`config.mk`:
```
export PLATFORM = sky130hd
export DESIGN_NAME = mem_bus_decoder
export DESIGN_NICKNAME = d
export VERILOG_FILES = /design/src/rtl/mem_bus_pkg.sv /design/src/rtl/mem_bus_addr_decode.sv /design/src/rtl/mem_bus_decoder.sv
export SDC_FILE = /design/constraint.sdc
export NUM_CORES = 1
export LEC_CHECK = 0
export CELL_PAD_IN_SITES_DETAIL_PLACEMENT = 2
export CELL_PAD_IN_SITES_GLOBAL_PLACEMENT = 2
export CORE_UTILIZATION = 19
export CTS_CLUSTER_DIAMETER = 30
export DETAILED_ROUTE_END_ITERATION = 16
export HOLD_SLACK_MARGIN = 0.1
export PLACE_DENSITY_LB_ADDON = 0.1
export SKIP_LAST_GASP = 1
export SYNTH_ARGS = -nofsm -noshare
export SYNTH_HDL_FRONTEND = slang
export SYNTH_SLANG_ARGS = --single-unit
```
`constraint.sdc`:
```
create_clock -name clk_i -period 2.4 [get_ports clk_i]
set_input_delay 0.24 -clock clk_i [delete_from_list [all_inputs] [get_ports clk_i]]
set_output_delay 0.24 -clock clk_i [all_outputs]
set_load 0.05 [all_outputs]
```
`src/rtl/mem_bus_pkg.sv`:
```
// Shared types and default address map for the CPU data-side memory bus.
package mem_bus_pkg;

    localparam int BUS_ADDR_W = 32;
    localparam int BUS_DATA_W = 32;

    // Default map: data memory in the low quarter, one LED register.
    localparam logic [31:0] DMEM_BASE = 32'h0000_0000;
    localparam logic [31:0] DMEM_MASK = 32'hC000_0000;
    localparam logic [31:0] LED_BASE  = 32'h4000_0010;
    localparam logic [31:0] LED_MASK  = 32'hFFFF_FFFF;

    typedef enum logic [1:0] {
        IDLE,
        ACCESS,
        RESP,
        ERR
    } bus_state_e;

endpackage

```
`src/rtl/mem_bus_addr_decode.sv`:
```
// Combinational base/mask window matcher; the lowest-index matching window wins.
module mem_bus_addr_decode #(
    parameter int                         N_SLAVES   = 4,
    parameter int                         ADDR_W     = 32,
    parameter logic [N_SLAVES*ADDR_W-1:0] SLAVE_BASE = '0,
    parameter logic [N_SLAVES*ADDR_W-1:0] SLAVE_MASK = '0,
    localparam int                        IDX_W      = (N_SLAVES > 1) ? $clog2(N_SLAVES) : 1
) (
    input  logic [ADDR_W-1:0]   addr_i,
    output logic                hit_o,
    output logic [N_SLAVES-1:0] onehot_o,
    output logic [IDX_W-1:0]    idx_o
);

    // Scan from the top so a lower-index match overwrites any higher one.
    always_comb begin
        hit_o    = 1'b0;
        onehot_o = '0;
        idx_o    = '0;
        for (int i = N_SLAVES - 1; i >= 0; i--) begin
            if ((addr_i & SLAVE_MASK[i*ADDR_W +: ADDR_W]) == SLAVE_BASE[i*ADDR_W +: ADDR_W]) begin
                hit_o       = 1'b1;
                onehot_o    = '0;
                onehot_o[i] = 1'b1;
                idx_o       = IDX_W'(i);
            end
        end
    end

endmodule

```
`src/rtl/mem_bus_decoder.sv`:
```
// Registered CPU-to-slave bus decoder with wait-state handshake, timeout and
// error response for unmapped or malformed accesses.
module mem_bus_decoder
    import mem_bus_pkg::*;
#(
    parameter int                         N_SLAVES   = 4,
    parameter int                         ADDR_W     = BUS_ADDR_W,
    parameter int                         DATA_W     = BUS_DATA_W,
    parameter logic [N_SLAVES*ADDR_W-1:0] SLAVE_BASE = '0,
    parameter logic [N_SLAVES*ADDR_W-1:0] SLAVE_MASK = '0,
    parameter int                         TIMEOUT    = 16
) (
    input  logic                       clk_i,
    input  logic                       reset_i,
    input  logic [ADDR_W-1:0]          req_addr_i,
    input  logic [DATA_W-1:0]          req_wdata_i,
    input  logic                       req_wr_i,
    input  logic                       req_rd_i,
    output logic                       req_stall_o,
    output logic [DATA_W-1:0]          rsp_rdata_o,
    output logic                       rsp_valid_o,
    output logic                       bus_err_o,
    output logic [ADDR_W-1:0]          s_addr_o,
    output logic [DATA_W-1:0]          s_wdata_o,
    output logic [N_SLAVES-1:0]        s_wr_o,
    output logic [N_SLAVES-1:0]        s_rd_o,
    input  logic [N_SLAVES*DATA_W-1:0] s_rdata_i,
    input  logic [N_SLAVES-1:0]        s_ready_i
);

    localparam int IDX_W = (N_SLAVES > 1) ? $clog2(N_SLAVES) : 1;
    localparam int CNT_W = $clog2(TIMEOUT);

    bus_state_e          state_q, state_d;
    logic [ADDR_W-1:0]   addr_q, addr_d;
    logic [DATA_W-1:0]   wdata_q, wdata_d;
    logic                wr_q, wr_d;
    logic [N_SLAVES-1:0] onehot_q, onehot_d;
    logic [IDX_W-1:0]    idx_q, idx_d;
    logic [CNT_W-1:0]    cnt_q, cnt_d;
    logic [DATA_W-1:0]   rdata_q, rdata_d;

    logic                dec_hit;
    logic [N_SLAVES-1:0] dec_onehot;
    logic [IDX_W-1:0]    dec_idx;
    logic                req_any;
    logic                sel_ready;
    logic [DATA_W-1:0]   sel_rdata;

    mem_bus_addr_decode #(
        .N_SLAVES   (N_SLAVES),
        .ADDR_W     (ADDR_W),
        .SLAVE_BASE (SLAVE_BASE),
        .SLAVE_MASK (SLAVE_MASK)
    ) u_decode (
        .addr_i   (req_addr_i),
        .hit_o    (dec_hit),
        .onehot_o (dec_onehot),
        .idx_o    (dec_idx)
    );

    assign req_any   = req_rd_i | req_wr_i;
    assign sel_ready = |(s_ready_i & onehot_q);

    always_comb begin
        sel_rdata = '0;
        for (int i = 0; i < N_SLAVES; i++) begin
            if (idx_q == IDX_W'(i)) begin
                sel_rdata = s_rdata_i[i*DATA_W +: DATA_W];
            end
        end
    end

    always_ff @(posedge clk_i) begin
        if (reset_i) begin
            state_q  <= IDLE;
            addr_q   <= '0;
            wdata_q  <= '0;
            wr_q     <= 1'b0;
            onehot_q <= '0;
            idx_q    <= '0;
            cnt_q    <= '0;
            rdata_q  <= '0;
        end else begin
            state_q  <= state_d;
            addr_q   <= addr_d;
            wdata_q  <= wdata_d;
            wr_q     <= wr_d;
            onehot_q <= onehot_d;
            idx_q    <= idx_d;
            cnt_q    <= cnt_d;
            rdata_q  <= rdata_d;
        end
    end

    always_comb begin
        state_d  = state_q;
        addr_d   = addr_q;
        wdata_d  = wdata_q;
        wr_d     = wr_q;
        onehot_d = onehot_q;
        idx_d    = idx_q;
        cnt_d    = cnt_q;
        rdata_d  = rdata_q;
        unique case (state_q)
            IDLE: begin
                if (req_any) begin
                    addr_d   = req_addr_i;
                    wdata_d  = req_wdata_i;
                    wr_d     = req_wr_i;
                    onehot_d = dec_onehot;
                    idx_d    = dec_idx;
                    cnt_d    = '0;
                    rdata_d  = '0;
                    state_d  = (dec_hit && (req_rd_i ^ req_wr_i)) ? ACCESS : ERR;
                end
            end
            ACCESS: begin
                if (sel_ready) begin
                    rdata_d = wr_q ? '0 : sel_rdata;
                    state_d = RESP;
                end else if (cnt_q == CNT_W'(TIMEOUT - 1)) begin
                    state_d = ERR;
                end else begin
                    cnt_d = cnt_q + 1'b1;
                end
            end
            RESP:    state_d = IDLE;
            ERR:     state_d = IDLE;
            default: state_d = IDLE;
        endcase
    end

    // Strobes exist only in ACCESS, so reset or timeout drops them at once.
    assign s_wr_o      = (state_q == ACCESS &&  wr_q) ? onehot_q : '0;
    assign s_rd_o      = (state_q == ACCESS && !wr_q) ? onehot_q : '0;
    assign s_addr_o    = addr_q;
    assign s_wdata_o   = wdata_q;
    assign rsp_valid_o = (state_q == RESP);
    assign bus_err_o   = (state_q == ERR);
    assign rsp_rdata_o = (state_q == RESP) ? rdata_q : '0;
    assign req_stall_o = ((state_q == IDLE) && req_any) || (state_q == ACCESS);

endmodule

```
==> impl_metrics.yaml <==
run_status:
  outcome: "completed"
pwr:
  vdd_drop_max_v: 0.000388
  p_leak_nw: 2.60
  cellPowerDensity_mw_per_mm2: 678
finish:
  final_layout_size_suffix_gt1_frac: 0.101
  final_nets: 902
  syn_to_final_growth_pct: 65.8
  area_occupied_by_registers_mm2: 0.00208
  insertedDiodeCount: 0
  n_fill_cell: 2491
  multi_input_area_mm2: 0.00187
timing:
  timing.final.setup_violations: 0
  setup_repair_after_global_routing_missed_its_margin: "false"
  timing.final.crit_share: 0.872
  skew_ns: 0.00885
  timing.slew.headroom: 0.575
  max_slew_violation_total_from_the_final_report: 0
  tightest_slew_ns: 0.638
  timing.setup.tns_ns: 0
  finalHoldWorstSlack_ns: 0.275
  finalCriticalPeriod_ns: 2.09
  timing.final.hold_violations: 0
  postLayoutSetupSlackWorst_ns: 0.307
  max_freq_mhz: 478
synthesis:
  netlist_top_cells_count: "sky130_fd_sc_hd__nand2_1 (136), sky130_fd_sc_hd__dfxtp_1 (104), sky130_fd_sc_hd__a21oi_1 (65)"
  synth_most_common_cell: "sky130_fd_sc_hd__nand2_1"
  synth_edf_count: 0
  synth_flop_cell: "sky130_fd_sc_hd__dfxtp_1"
  synthArstFlopShare: 0
  synth.largest_area_cell: "sky130_fd_sc_hd__dfxtp_1"
  synth_seq_area_share: 0.490
  synth.distinct_cells: 33
  yosys_warnings: 0
  synth.top_cell.area_share: 0.490
  synth_area_leaders: "sky130_fd_sc_hd__dfxtp_1 (49%), sky130_fd_sc_hd__nand2_1 (12%), sky130_fd_sc_hd__a21oi_1 (7.7%)"
  post_synth.cell_area_avg_um2: 8.16
  postSynthRegisterBits: 104
  synth_cells: 521
  synth_area_mm2: 0.00425
job:
  max_cap_viol_count: 0
floorplan:
  die_width_um: 152
  placeableCoreArea_mm2: 0.0219
  fp.dieArea_mm2: 0.0230
  initial_core_util: 0.194
  rows: 54
  die_h_um: 152
  ioPinCount: 307
min_path:
  worstHoldPathType: "primary input to flop"
routing:
  average_wire_length_per_cell_after_detail_routing_um: 15.6
  route.final.wire_length_um: 15400
  viasPerCell: 4.27
  drt_iter0_markers: 86
  drt_pre_antenna_iters: 4
  ant_nets: 0
  via_count: 4209
  drc_errors: 0
placement:
  port_buffers: 201
  dpl_worst_slack_ns: 0.218
  finalWeightedCongestion: 0.720
  post-dp-hpwl_um: 10700
critical_path:
  worstPathCellList: "and2b_1, buf_4, and2_1, buf_12"
  cpMaxStageDelayCell: "sky130_fd_sc_hd__dfxtp_1"
  worstSetupPathType: "flop to output port"
  worstPathArrival_ns: 1.85
  cpLargestDelayFamily: "flip-flops"
  critPathMaxStageDelay_ns: 0.62
  required_ns: 2.16
  startpoint_type: "flop"
  crit_buf_inv: 2
  end_kind: "output port"
  cp_max_fanout: 33
cts:
  cts_setup_buffers: 0
  clkTransAtPathRegs_ns: 0.07
  htreeDepth: 3
  ctsHoldBuffers: 0
  cts_inserted_buffers: 9
  cts_max_path_buffers: 2
  tritoncts: "yes"
  postCtsResizedCells: 0
  cts_root_buf: "sky130_fd_sc_hd__clkbuf_16"
  numClockSinks: 104
  clk-insertion-delay-late_ns: 0.35
global_routing:
  grt_start_max_net_pins: 65
  gr-usage-all-layers: 0.136
  grt_pass1_wl_um: 24200
  globalRoute.totalOverflow: 0
  grt_antenna_before_repair: 0
  first_global_vias: 4599
-- placed cells by master, fill, tap and decap left out, types with 2 or more instances in the layout --
cell,Yosys,final
sky130_fd_sc_hd__inv_1,3,3
sky130_fd_sc_hd__nand2b_1,33,33
sky130_fd_sc_hd__clkbuf_16,0,9
sky130_fd_sc_hd__buf_4,11,10
sky130_fd_sc_hd__o21ai_1,9,9
sky130_fd_sc_hd__clkinv_4,0,2
sky130_fd_sc_hd__ha_1,2,2
sky130_fd_sc_hd__nor2b_1,2,2
sky130_fd_sc_hd__clkdlybuf4s50_1,0,163
sky130_fd_sc_hd__and2_1,33,33
sky130_fd_sc_hd__o21ai_0,24,24
sky130_fd_sc_hd__nand3_1,33,33
sky130_fd_sc_hd__conb_1,1,6
sky130_fd_sc_hd__clkinv_2,0,2
sky130_fd_sc_hd__buf_12,0,37
sky130_fd_sc_hd__dfxtp_1,104,104
sky130_fd_sc_hd__o22ai_1,2,2
sky130_fd_sc_hd__nand2_1,136,136
sky130_fd_sc_hd__nor4b_4,2,2
sky130_fd_sc_hd__nor2_1,10,10
sky130_fd_sc_hd__a21oi_1,65,65
sky130_fd_sc_hd__and3_1,2,2
-- where the power goes --
group          internal, mW  total (mW)  switching [mW]
logic                 0.515        1.38           0.868
clock network         0.738        1.44           0.707
registers              1.87        1.95          0.0817
total                  3.12        4.78            1.66
-- worst paths after layout --
check / to / slack, ns / cells past startpoint / startpoint
min: s_addr_o[24]$_SDFFE_PP0P_ / 0.28 / 2 / reset_i
max reg2reg: rdata_q[25]$_SDFFE_PP0P_ / 0.73 / 5 / state_q[0]$_SDFFE_PP0P_
min reg2reg: s_addr_o[6]$_SDFFE_PP0P_ / 0.46 / 2 / s_addr_o[6]$_SDFFE_PP0P_
max: rsp_rdata_o[27] / 0.31 / 4 / state_q[0]$_SDFFE_PP0P_
-- routing by layer --
metal	GRT usage	up-vias	part of all wire
met5	0	-	0
met4	0.0446	0	0.013
met3	0.0407	13	0.068
met2	0.242	117	0.51
met1	0.155	2039	0.41
li1	-	2040	-
-- flip-flops by register name, indices dropped and copies added, names as in the netlist --
register	count
cnt_q	4
wr_q	1
s_wdata_o	32
rdata_q	32
state_q	2
onehot_q	1
s_addr_o	32
-- cells by family (layout without fill, tap and decap cells) --
family          count (synthesis)  in the layout  synth area share
compound gates                104            104             0.127
fa+ha+maj                       2              2           0.00589
buf+inv                        50            229            0.0763
flops                         104            104             0.490
other cells                     1              6          0.000883
simple gates                  260            260             0.300
-- final cells by class --
cell class,count,share of cell area
Sequential cell,104,0.296
Tap cell,280,0.0497
Multi-Input combinational cell,372,0.265
Timing Repair Buffer,210,0.347
Clock inverter,6,0.00622
Inverter,3,0.00160
Clock buffer,10,0.0339
-- through the flow --
stage | cells | instance area, um^2 | power (mW) | utilization
CTS | 985 | 7040 | 4.91 | 0.322
finish | 985 | 7040 | 4.78 | 0.322
detailed placement | 969 | 6760 | 3.41 | 0.309
global placement | 969 | 6760 | 3.37 | 0.309
global route | 985 | 7040 | 5.06 | 0.322
floorplan | 526 | 4270 | 2.87 | -
-- worst reg2reg max path: stages (launching register included) --
cell and delay (ns):
sky130_fd_sc_hd__dfxtp_1 0.62, sky130_fd_sc_hd__and3_4 0.33, sky130_fd_sc_hd__o21ba_2 0.16, sky130_fd_sc_hd__buf_12 0.25, sky130_fd_sc_hd__nand3_1 0.16, sky130_fd_sc_hd__o21ai_0 0.09
(Power assumes the default switching activity.)
